**src/rtl/fp16_pkg.sv**
```systemverilog
// Shared IEEE half-precision types and constants for the fp16 datapath.
package fp16_pkg;

    localparam int unsigned FLOAT_LEN = 16;
    localparam int unsigned EXP_LEN   = 5;
    localparam int unsigned MANT_LEN  = 10;

    typedef logic [FLOAT_LEN-1:0] fp16_t;

    typedef struct packed {
        logic                sign;
        logic [EXP_LEN-1:0]  exp;
        logic [MANT_LEN-1:0] mant;
    } fp16_fields_t;

    localparam fp16_t FP16_ZERO = 16'h0000;
    localparam fp16_t FP16_ONE  = 16'h3C00;
    localparam fp16_t FP16_PINF = 16'h7C00;
    localparam fp16_t FP16_QNAN = 16'h7E00;

endpackage

```
**src/rtl/float16_adder.sv**
```systemverilog
// Combinational IEEE half-precision adder, round-to-nearest-even,
// subnormal support, inf/NaN handling (NaN results are the canonical qNaN).
module float16_adder
    import fp16_pkg::*;
(
    input  logic [15:0] a,
    input  logic [15:0] b,
    output logic [15:0] result
);

    fp16_fields_t fa, fb, fx, fy;
    logic         a_nan, b_nan, a_inf, b_inf, swap, sticky, rnd;
    logic [4:0]   ex_eff, ey_eff, dshift;
    logic [13:0]  mx, my, my_sh, m;
    logic [14:0]  sum;
    logic [5:0]   e;
    logic [11:0]  rm;

    always_comb begin
        fa     = fp16_fields_t'(a);
        fb     = fp16_fields_t'(b);
        a_nan  = (fa.exp == 5'h1f) && (fa.mant != 10'h0);
        b_nan  = (fb.exp == 5'h1f) && (fb.mant != 10'h0);
        a_inf  = (fa.exp == 5'h1f) && (fa.mant == 10'h0);
        b_inf  = (fb.exp == 5'h1f) && (fb.mant == 10'h0);
        // x is the operand with the larger magnitude
        swap   = {fb.exp, fb.mant} > {fa.exp, fa.mant};
        fx     = swap ? fb : fa;
        fy     = swap ? fa : fb;
        ex_eff = (fx.exp == 5'h0) ? 5'd1 : fx.exp;
        ey_eff = (fy.exp == 5'h0) ? 5'd1 : fy.exp;
        dshift = ex_eff - ey_eff;
        mx     = {(fx.exp != 5'h0), fx.mant, 3'b000};
        my     = {(fy.exp != 5'h0), fy.mant, 3'b000};
        sum    = '0;
        m      = '0;
        e      = {1'b0, ex_eff};

        // align with guard/round bits and a sticky LSB
        if (dshift >= 5'd14) begin
            sticky = |my;
            my_sh  = '0;
        end else begin
            sticky = |(my & ((14'd1 << dshift) - 14'd1));
            my_sh  = my >> dshift;
        end
        my_sh[0] = my_sh[0] | sticky;

        if (fx.sign == fy.sign) begin
            sum = {1'b0, mx} + {1'b0, my_sh};
            if (sum[14]) begin
                m    = sum[14:1];
                m[0] = m[0] | sum[0];
                e    = e + 6'd1;
            end else begin
                m = sum[13:0];
            end
        end else begin
            m = mx - my_sh;
            for (int i = 0; i < 13; i++) begin
                if (!m[13] && (e > 6'd1)) begin
                    m = m << 1;
                    e = e - 6'd1;
                end
            end
        end

        rnd = m[2] && (m[3] || m[1] || m[0]);
        rm  = {1'b0, m[13:3]} + 12'(rnd);
        if (rm[11]) begin
            rm = rm >> 1;
            e  = e + 6'd1;
        end

        if (a_nan || b_nan || (a_inf && b_inf && (fa.sign != fb.sign))) begin
            result = FP16_QNAN;
        end else if (a_inf) begin
            result = FP16_PINF | {fa.sign, 15'h0};
        end else if (b_inf) begin
            result = FP16_PINF | {fb.sign, 15'h0};
        end else if ((fx.sign != fy.sign) && (m == 14'h0)) begin
            result = FP16_ZERO;
        end else if (e >= 6'd31) begin
            result = FP16_PINF | {fx.sign, 15'h0};
        end else begin
            // subnormal results keep a zero exponent field
            result = {fx.sign, (rm[10] ? e[4:0] : 5'd0), rm[9:0]};
        end
    end

endmodule

```
**src/rtl/rr_arbiter.sv**
```systemverilog
// Round-robin grant: first set request at or above ptr, wrapping to 0.
module rr_arbiter #(
    parameter int unsigned NUM_REQ = 4,
    parameter int unsigned ID_W    = $clog2(NUM_REQ)
) (
    input  logic               en,
    input  logic [NUM_REQ-1:0] req,
    input  logic [ID_W-1:0]    ptr,
    output logic [NUM_REQ-1:0] grant_c,
    output logic [ID_W-1:0]    idx_c,
    output logic               found_c
);

    logic [ID_W-1:0] cand;
    logic            hit;

    always_comb begin
        grant_c = '0;
        idx_c   = '0;
        found_c = 1'b0;
        cand    = '0;
        hit     = 1'b0;
        for (int unsigned off = 0; off < NUM_REQ; off++) begin
            cand = ID_W'((32'(ptr) + off) % NUM_REQ);
            if (!hit && req[cand]) begin
                hit   = 1'b1;
                idx_c = cand;
            end
        end
        found_c = hit && en;
        if (found_c) begin
            grant_c[idx_c] = 1'b1;
        end
    end

endmodule

```
**src/rtl/fp16_add_arbiter.sv**
```systemverilog
// Shares one fp16 adder among NUM_REQ requesters: round-robin grant,
// operand stage S1, result stage S2 tagged with the requester id.
module fp16_add_arbiter #(
    parameter int unsigned NUM_REQ   = 4,
    parameter int unsigned FLOAT_LEN = 16,
    parameter int unsigned ID_W      = $clog2(NUM_REQ)
) (
    input  logic                               clk,
    input  logic                               rst_n,
    input  logic [NUM_REQ-1:0]                 req_valid,
    output logic [NUM_REQ-1:0]                 req_ready,
    input  logic [NUM_REQ-1:0][FLOAT_LEN-1:0]  req_a,
    input  logic [NUM_REQ-1:0][FLOAT_LEN-1:0]  req_b,
    output logic                               out_valid,
    input  logic                               out_ready,
    output logic [FLOAT_LEN-1:0]               out_data,
    output logic [ID_W-1:0]                    out_id,
    output logic                               busy
);

    logic                 s1_valid_q, s1_valid_d;
    logic [FLOAT_LEN-1:0] s1_a_q, s1_a_d, s1_b_q, s1_b_d;
    logic [ID_W-1:0]      s1_id_q, s1_id_d;
    logic [ID_W-1:0]      rr_ptr_q, rr_ptr_d;
    logic                 out_valid_q, out_valid_d;
    logic [FLOAT_LEN-1:0] out_data_q, out_data_d;
    logic [ID_W-1:0]      out_id_q, out_id_d;
    logic                 busy_q, busy_d;

    logic                 s1_free, s2_free, xfer;
    logic [NUM_REQ-1:0]   gnt;
    logic [ID_W-1:0]      gnt_idx;
    logic [FLOAT_LEN-1:0] sum;

    assign s2_free = !out_valid_q || out_ready;
    assign s1_free = !s1_valid_q || s2_free;

    // rst_n gate keeps req_ready low while reset is held
    rr_arbiter #(
        .NUM_REQ (NUM_REQ),
        .ID_W    (ID_W)
    ) u_rr_arbiter (
        .en      (s1_free && rst_n),
        .req     (req_valid),
        .ptr     (rr_ptr_q),
        .grant_c (gnt),
        .idx_c   (gnt_idx),
        .found_c (xfer)
    );

    float16_adder u_float16_adder (
        .a      (s1_a_q),
        .b      (s1_b_q),
        .result (sum)
    );

    assign req_ready = gnt;

    always_comb begin
        s1_valid_d  = s1_valid_q;
        s1_a_d      = s1_a_q;
        s1_b_d      = s1_b_q;
        s1_id_d     = s1_id_q;
        rr_ptr_d    = rr_ptr_q;
        out_valid_d = out_valid_q;
        out_data_d  = out_data_q;
        out_id_d    = out_id_q;

        if (s1_free) begin
            s1_valid_d = xfer;
            if (xfer) begin
                s1_a_d   = req_a[gnt_idx];
                s1_b_d   = req_b[gnt_idx];
                s1_id_d  = gnt_idx;
                rr_ptr_d = (gnt_idx == ID_W'(NUM_REQ - 1)) ? '0 : gnt_idx + ID_W'(1);
            end
        end

        if (s2_free) begin
            out_valid_d = s1_valid_q;
            if (s1_valid_q) begin
                out_data_d = sum;
                out_id_d   = s1_id_q;
            end
        end

        busy_d = s1_valid_d || out_valid_d;
    end

    always_ff @(posedge clk or negedge rst_n) begin
        if (!rst_n) begin
            s1_valid_q  <= 1'b0;
            s1_a_q      <= '0;
            s1_b_q      <= '0;
            s1_id_q     <= '0;
            rr_ptr_q    <= '0;
            out_valid_q <= 1'b0;
            out_data_q  <= '0;
            out_id_q    <= '0;
            busy_q      <= 1'b0;
        end else begin
            s1_valid_q  <= s1_valid_d;
            s1_a_q      <= s1_a_d;
            s1_b_q      <= s1_b_d;
            s1_id_q     <= s1_id_d;
            rr_ptr_q    <= rr_ptr_d;
            out_valid_q <= out_valid_d;
            out_data_q  <= out_data_d;
            out_id_q    <= out_id_d;
            busy_q      <= busy_d;
        end
    end

    assign out_valid = out_valid_q;
    assign out_data  = out_data_q;
    assign out_id    = out_id_q;
    assign busy      = busy_q;

endmodule

```
**config.mk**
```make
export PLATFORM = sky130hd
export DESIGN_NAME = fp16_add_arbiter
export DESIGN_NICKNAME = d
export VERILOG_FILES = /design/src/rtl/fp16_pkg.sv /design/src/rtl/float16_adder.sv /design/src/rtl/rr_arbiter.sv /design/src/rtl/fp16_add_arbiter.sv
export SDC_FILE = /design/constraint.sdc
export NUM_CORES = 1
export LEC_CHECK = 0
export CAP_MARGIN = 20
export CELL_PAD_IN_SITES_DETAIL_PLACEMENT = 1
export CELL_PAD_IN_SITES_GLOBAL_PLACEMENT = 2
export CORE_MARGIN = 2
export CORE_UTILIZATION = 30
export CTS_CLUSTER_DIAMETER = 120
export DETAILED_ROUTE_END_ITERATION = 8
export GPL_TIMING_DRIVEN = 0
export PLACE_DENSITY = 0.78
export RECOVER_POWER = 100
export SLEW_MARGIN = 15
export SYNTH_ARGS = -nofsm -noshare
export SYNTH_HDL_FRONTEND = slang
export SYNTH_SLANG_ARGS = --single-unit
```
**constraint.sdc**
```tcl
create_clock -name clk -period 33.6 [get_ports clk]
set_input_delay 5.04 -clock clk [delete_from_list [all_inputs] [get_ports clk]]
set_output_delay 5.04 -clock clk [all_outputs]
set_load 0.02 [all_outputs]
```
## Word level (Yosys, flattened, before mapping)

Index checks and enable logic that the tools add are counted.

- Add/sub/neg operators: 24
- Magnitude comparators: 22
- Equal/unequal tests: 6
- Shifts and indexed selects: 2
- Mux-type cells: 94
- Bitwise logic cells: 3
- Reductions and logical operators: 65

Operator list:

| operator | number |
|---|---|
| 14-bit 2-to-1 mux | 28 |
| 6-bit 2-to-1 mux | 28 |
| 16-bit 2-to-1 mux | 8 |
| 6-bit by 1-bit greater-than comparator with 1-bit output (second input constant) | 12 |
| 6-bit by 1-bit subtractor with 6-bit output (second input constant) | 12 |
| 16-bit binary-select mux with 2-bit select | 2 |
| 1-bit logical AND | 27 |
| 10-bit zero test | 2 |
| 10-bit nonzero test | 2 |
| 1-bit zero test | 18 |
| 14-bit by 14-bit adder with 15-bit output | 1 |
| 15-bit greater-than comparator | 1 |
| 2-bit by 3-bit less-than comparator with 1-bit output (second input constant) | 5 |
| 15-bit 2-to-1 mux | 1 |
| 5-bit 2-to-1 mux | 3 |
| 14-bit AND | 1 |
| 14-bit zero test | 1 |
| 14-bit OR reduction | 1 |
| 1-bit by 5-bit left shift with 14-bit output (first input constant) | 1 |
| 14-bit by 5-bit right shift with 14-bit output | 1 |
| 14-bit by 1-bit subtractor with 14-bit output (second input constant) | 1 |
| 14-bit subtractor | 1 |
| 11-bit by 1-bit adder with 12-bit output | 1 |
| 1-bit 2-to-1 mux | 12 |
| 25 further kinds | 46 |

- Register bits: 57
- Output and inout port bits: 24
- Logic and storage cells: 225

## Logic depth before layout (Yosys ltp)

- Depth in word-level cells: 75
- Mapped depth: 152
- Depth with buffers taken out: 125

## Cells and area by module

Synthesis repeated with hierarchy kept, for this count alone.

- Cell total of the unflattened synthesis: 1847
- Area total of the unflattened synthesis: 14077.3 um^2

Modules (own cells, without submodules):

| module | instances | cells each | area each (um^2) |
|---|---|---|---|
| float16_adder | 1 | 1662 | 11009.3 |
| fp16_add_arbiter | 1 | 165 | 2915.3 |
| rr_arbiter | 1 | 20 | 152.6 |

## Least setup slack after synthesis

No wires, ideal clock.

- Kind: register to register
- From: reg s1_a_q[12]
- To: reg out_data_q[14], in the netlist out_data[14]
- Library setup time: 0.111 ns
- Data arrival time: 28.872 ns
- Data required time: 33.489 ns
- Setup slack: 4.616 ns
- Stages on the path, launching flop included: 149
- Path buffers: 31
- Clock period less this slack: 28.984 ns
- Cell sequence: dfrtp_1 > inv_1 > ha_1 > and4_1 > buf_4 > nand4_1 > o211ai_2 > buf_4 > a211oi_1 > a41o_1 > nand2_1 > or3_1 > and2_1 > clkbuf_1 > ha_1 > fa_1 > buf_4 > inv_1 > (+113 left out) > nand2b_1 > o21ai_0 > mux2_2 > ha_1 > nor2_1 > o41a_1 > buf_4 > o21ai_0 > a21oi_1 > nor2_1 > nor2_1 > ha_1 > and3_1 > nor4b_2 > a21oi_1 > a31oi_1 > nor3_1 > a2111oi_2

- Longest elaborated chain between the ends: 75
- Elaborated cells on any way between the ends: 155

RTL lines:

| element | RTL line | source |
|---|---|---|
| from (decl) | fp16_add_arbiter.sv:22 | `logic [FLOAT_LEN-1:0] s1_a_q, s1_a_d, s1_b_q, s1_b_d;` |
| from (signal assigned) | fp16_add_arbiter.sv:93 | `s1_a_q <= '0;` |
| from (signal assigned) | fp16_add_arbiter.sv:103 | `s1_a_q <= s1_a_d;` |
| 15-bit greater-than comparator | float16_adder.sv:27 | `swap = {fb.exp, fb.mant} > {fa.exp, fa.mant};` |
| 16-bit 2-to-1 mux, on equally long branches | float16_adder.sv:28, float16_adder.sv:29 |  |
| 5-bit zero test, on equally long branches | float16_adder.sv:30, float16_adder.sv:31 |  |
| 5-bit 2-to-1 mux, on equally long branches | float16_adder.sv:30, float16_adder.sv:31 |  |
| 5-bit subtractor | float16_adder.sv:32 | `dshift = ex_eff - ey_eff;` |
| 1-bit by 5-bit left shift with 14-bit output | float16_adder.sv:44 | `sticky = \|(my & ((14'd1 << dshift) - 14'd1));` |
| 14-bit by 1-bit subtractor with 14-bit output | float16_adder.sv:44 |  |
| 14-bit AND | float16_adder.sv:44 |  |
| (+59 left out) | -- |  |
| 11-bit by 1-bit adder with 12-bit output | float16_adder.sv:69 | `rm = {1'b0, m[13:3]} + 12'(rnd);` |
| 6-bit 2-to-1 mux / 11-bit 2-to-1 mux (equally long branches) | float16_adder.sv:70 | `if (rm[11]) begin` |
| 6-bit by 5-bit greater-or-equal comparator with 1-bit output / 5-bit 2-to-1 mux (equally long branches) | float16_adder.sv:83, float16_adder.sv:87 |  |
| 15-bit 2-to-1 mux | float16_adder.sv:83 | `end else if (e >= 6'd31) begin` |
| 16-bit 2-to-1 mux | float16_adder.sv:81 | `end else if ((fx.sign != fy.sign) && (m == 14'h0)) begin` |
| 16-bit 2-to-1 mux | float16_adder.sv:79 | `end else if (b_inf) begin` |
| 16-bit 2-to-1 mux | float16_adder.sv:77 | `end else if (a_inf) begin` |
| 16-bit 2-to-1 mux * | float16_adder.sv:75 | `if (a_nan \|\| b_nan \|\| (a_inf && b_inf && (fa.sign != fb.sign))) begin` |
| to (signal assigned) | fp16_add_arbiter.sv:108 | `out_data_q <= out_data_d;` |
| to (decl) | fp16_add_arbiter.sv:26 | `logic [FLOAT_LEN-1:0] out_data_q, out_data_d;` |

Every way passes the cells marked *; elsewhere a longest branch is shown, timed or not. The select of a mux whose other input is x is not followed.
A chain may end at the register's enable or synchronous reset.

## Final worst setup path

- From: reg s1_a_q[14]
- To: reg out_data_q[14], in the netlist out_data[14]

Same word-level chain as after synthesis.

==> summary.json <==
{
  "outcome": "complete, but fails checks",
  "violations": "max-capacitance violations, max-slew violations",
  "number_of_port_buffers": 158,
  "synth.ff_latch_count": 57,
  "synth_xor_xnor_area_share_pct": 3.95,
  "edff_count_synth": 0,
  "clk_path_buf_depth": 2,
  "hold_class": "flip-flop to flip-flop",
  "timing.hold.worst_path_depth": 2,
  "drtIter0Drc": 942,
  "number_of_unique_standard_cell_types_used_by_synthesis": 133,
  "row_count": 83,
  "worstSkewPairLatency_ps": 340,
  "timing.setup.critical_path_class": "flip-flop to flip-flop",
  "max_cap_viol_count": 1,
  "yosys_warnings": 0,
  "critPathBufInv": 30,
  "gp_congestion": 0.968,
  "post-route-min-period_ps": 31490,
  "reg2regPathDepth": 141,
  "asyncSetResetFlopFracSynth_pct": 100,
  "layout-area-overhead-vs-synth_pct": 20.0,
  "critPathLaunchType": "flip-flop",
  "gr-usage-all-layers_pct": 24.3,
  "post_synth_and_or_nand_nor_area_fraction_pct": 30.8,
  "crit_cells": 141,
  "syn-mean-instance-area_um2": 6.76,
  "insertedDiodeCount": 0,
  "worstPathMaxFanout": 19,
  "post_synth_inst_count": 2283,
  "most_common_cell_on_crit_path": "sky130_fd_sc_hd__nor2_1",
  "final_core_util_pct": 36.2,
  "post-route-period-util_pct": 93.7,
  "post_synthesis_net_count": 2493,
  "layout.filler_cells": 6589,
  "dp_slack_ps": -3950,
  "grt_overflow": 0,
  "max_frequency_mhz": 31.8,
  "slew_headroom_pct": -105,
  "timing.final.setup_violations": 0,
  "vias_in_the_first_global_route": 19000,
  "multiInputGateArea_um2": 13300,
  "postRouteAntennaNets": 0,
  "finalHoldViolCount": 0,
  "storage_element_area_um2": 1430,
  "post_synthesis_mux_area_share_pct": 8.03,
  "worst_path_dominant_cell_family": "simple AND/OR/NAND/NOR gates",
  "starting_utilization_of_the_core_area_pct": 30.2,
  "critical_path.endpoint_type": "flip-flop",
  "worst_clock_skew_ps": 10.9,
  "synth_adder_area_share_pct": 6.18,
  "path_clk_slew_ps": 60,
  "post_drt_wl_per_cell_um": 21.1,
  "die_area_um2": 53200,
  "cts-root-buf": "sky130_fd_sc_hd__clkbuf_16",
  "fp.coreArea_um2": 51100,
  "vias": 18500,
  "antenna_found_initial": 0,
  "drt_drc_violations_left": 0,
  "route.detailed.vias_per_inst": 5.86,
  "synth.yosys.seq_area_share_pct": 9.25,
  "cp_slowest_cell": "sky130_fd_sc_hd__or3_1",
  "nNetsFinal": 2673,
  "synth_top_family_by_area": "compound AO/OA/AOI/OAI gates",
  "critPathMaxStageDelay_ps": 490,
  "cts_tree": "done",
  "post-dp-hpwl_mm": 55.6,
  "htreeDepth": 3,
  "die_h_um": 231,
  "cts_num_sinks": 57,
  "chipWidth_um": 231,
  "grt_pass1_wl_mm": 106,
  "design.portCount": 159,
  "drive_above_1_share_pct": 11.1,
  "finalWirelength_mm": 66.4,
  "postCtsHoldBufs": 0,
  "syn-cell-area_um2": 15400,
  "stdcell_count": 3148,
  "grt_max_degree": 59,
  "timing.final.ws_setup_ps": 2110,
  "pins_over_slew_limit": 59,
  "synth_compound_gate_area_share_pct": 35.9,
  "dp.cells": 3122,
  "first_pass_iters": 5,
  "cts-buffers-inserted": 9,
  "actual_transition_at_the_worst_max_transition_pin_ps": 3070,
  "required_ps": 33830,
  "primary_flip_flop_cell_chosen_by_synthesis_mapping": "sky130_fd_sc_hd__dfrtp_1",
  "worstPathArrival_ps": 31720
}
[state kept, by name, summed over array words and instances (netlist names)]
name / cells
busy: 1
out_data: 16
out_id: 2
out_valid: 1
rr_ptr_q: 2
s1_a_q: 16
s1_b_q: 16
s1_id_q: 2
s1_valid_q: 1
[cell type report]
cell class                      instances  share of cell area, %
Multi-Input combinational cell       2021                   72.0
Timing Repair Buffer                  174                   9.15
Sequential cell                        57                   7.71
Tap cell                              680                   4.60
Buffer                                116                   3.26
Inverter                               84                   1.70
Clock buffer                           11                   1.26
Clock inverter                          5                  0.304
[metrics by stage]
| stage | setup TNS, ps | hold slack [ps] | instance area, um^2 |
|---|---|---|---|
| after floorplan | 0 | 439 | 15400 |
| after global placement | -42840 | 462 | 17900 |
| after detailed placement | -55760 | 462 | 17900 |
| after CTS | 0 | 486 | 18300 |
| after global routing | -68.2 | 495 | 18500 |
| final | 0 | 482 | 18500 |
[Yosys cell counts (all sizes together), types with 10 or more instances]
library cell | n | share of area, %
dfrtp | 57 | 9.2
o22ai | 21 | 0.89
o31ai | 21 | 1.3
mux2 | 38 | 2.8
nor3 | 62 | 2.2
o21a | 20 | 0.97
nor4 | 29 | 1.5
o21ai | 184 | 6.3
inv | 83 | 2.0
nand2b | 17 | 0.69
a31oi | 32 | 1.4
or2 | 18 | 0.73
o2111ai | 10 | 0.57
nand4 | 31 | 1.3
nor2 | 213 | 5.2
o211ai | 44 | 2.3
clkbuf | 65 | 1.7
a21boi | 10 | 0.51
xnor2 | 51 | 3.0
mux2i | 81 | 5.3
and2 | 23 | 0.94
o32ai | 13 | 0.79
and3 | 29 | 1.2
nand3 | 93 | 3.0
a21o | 29 | 1.4
and4 | 11 | 0.62
or3 | 19 | 0.80
o311ai | 10 | 0.57
a2111oi | 10 | 0.70
o211a | 10 | 0.65
o31a | 10 | 0.57
buf | 55 | 2.2
xor2 | 16 | 0.91
ha | 73 | 5.9
nand2 | 409 | 10
a32oi | 13 | 0.74
a21oi | 141 | 4.9
a211o | 14 | 0.80
a211oi | 51 | 2.8
[what timing repair did]
action	CTS	global route
endpoints found under the setup margin	16	16
resized for setup	33	44
pin swaps	3	8
endpoints found under the hold margin	0	0
setup buffers	4	11
[placed cells by master (no fill, tap or decap), drive strengths merged, types with 14 or more instances in the layout]
| cell type | instances |
|---|---|
| a21oi | 141 |
| o21a | 20 |
| ha | 73 |
| nand3 | 93 |
| dlygate4sd3 | 25 |
| and3 | 29 |
| xor2 | 16 |
| o31ai | 21 |
| a211oi | 51 |
| o22ai | 21 |
| nor3 | 62 |
| a21o | 29 |
| a31oi | 32 |
| inv | 83 |
| xnor2 | 51 |
| mux2i | 81 |
| dfrtp | 57 |
| mux2 | 38 |
| nor4 | 29 |
| or3 | 19 |
| o211ai | 44 |
| o21ai | 184 |
| clkdlybuf4s50 | 132 |
| and2 | 23 |
| nand2 | 409 |
| buf | 71 |
| or2 | 18 |
| nand2b | 17 |
| nand4 | 31 |
| nor2 | 213 |
| a211o | 14 |
| clkbuf | 72 |
[logic make-up after synthesis]
family | Yosys count
xor+xnor | 67
compound gates | 762
buf+inv | 205
fa+ha+maj | 75
flops | 57
simple gates | 998
mux | 119
[final timing paths]
kind                                        start                        to  slack [ps]
max                        s1_a_q[14]$_DFFE_PN0P_  out_data[14]$_DFFE_PN0P_        2110
min                        s1_id_q[1]$_DFFE_PN0P_    s1_id_q[1]$_DFFE_PN0P_         480
max reg2reg                s1_a_q[14]$_DFFE_PN0P_  out_data[14]$_DFFE_PN0P_        2110
min reg2reg                s1_id_q[1]$_DFFE_PN0P_    s1_id_q[1]$_DFFE_PN0P_         480
max in group asynchronous                   rst_n     s1_a_q[5]$_DFFE_PN0P_       26140
min in group asynchronous                   rst_n   rr_ptr_q[0]$_DFFE_PN0P_        5710
[worst reg2reg max path, delay by kind of cell, from the launching register on]
family                     cells  cell delay (ps)
and+or+nand+nor               53             9930
muxes                          3              760
adders and majority gates     16             4670
DFF                            1              440
buffers and inverters         30             6760
xor gates and xnor gates       1              320
AOI/OAI and AO/OA             38             8520
[metal layers]
metal	vias up	global-route usage [%]	part of all wire (%)
li1	8945	-	-
met1	8983	29.8	43
met2	451	45.3	51
met3	84	2.36	4.0
met4	0	6.09	2.2
met5	-	0	0
Power is not shown: default switching activity piles up to over one toggle a cycle in this logic, so the estimate is an artifact.
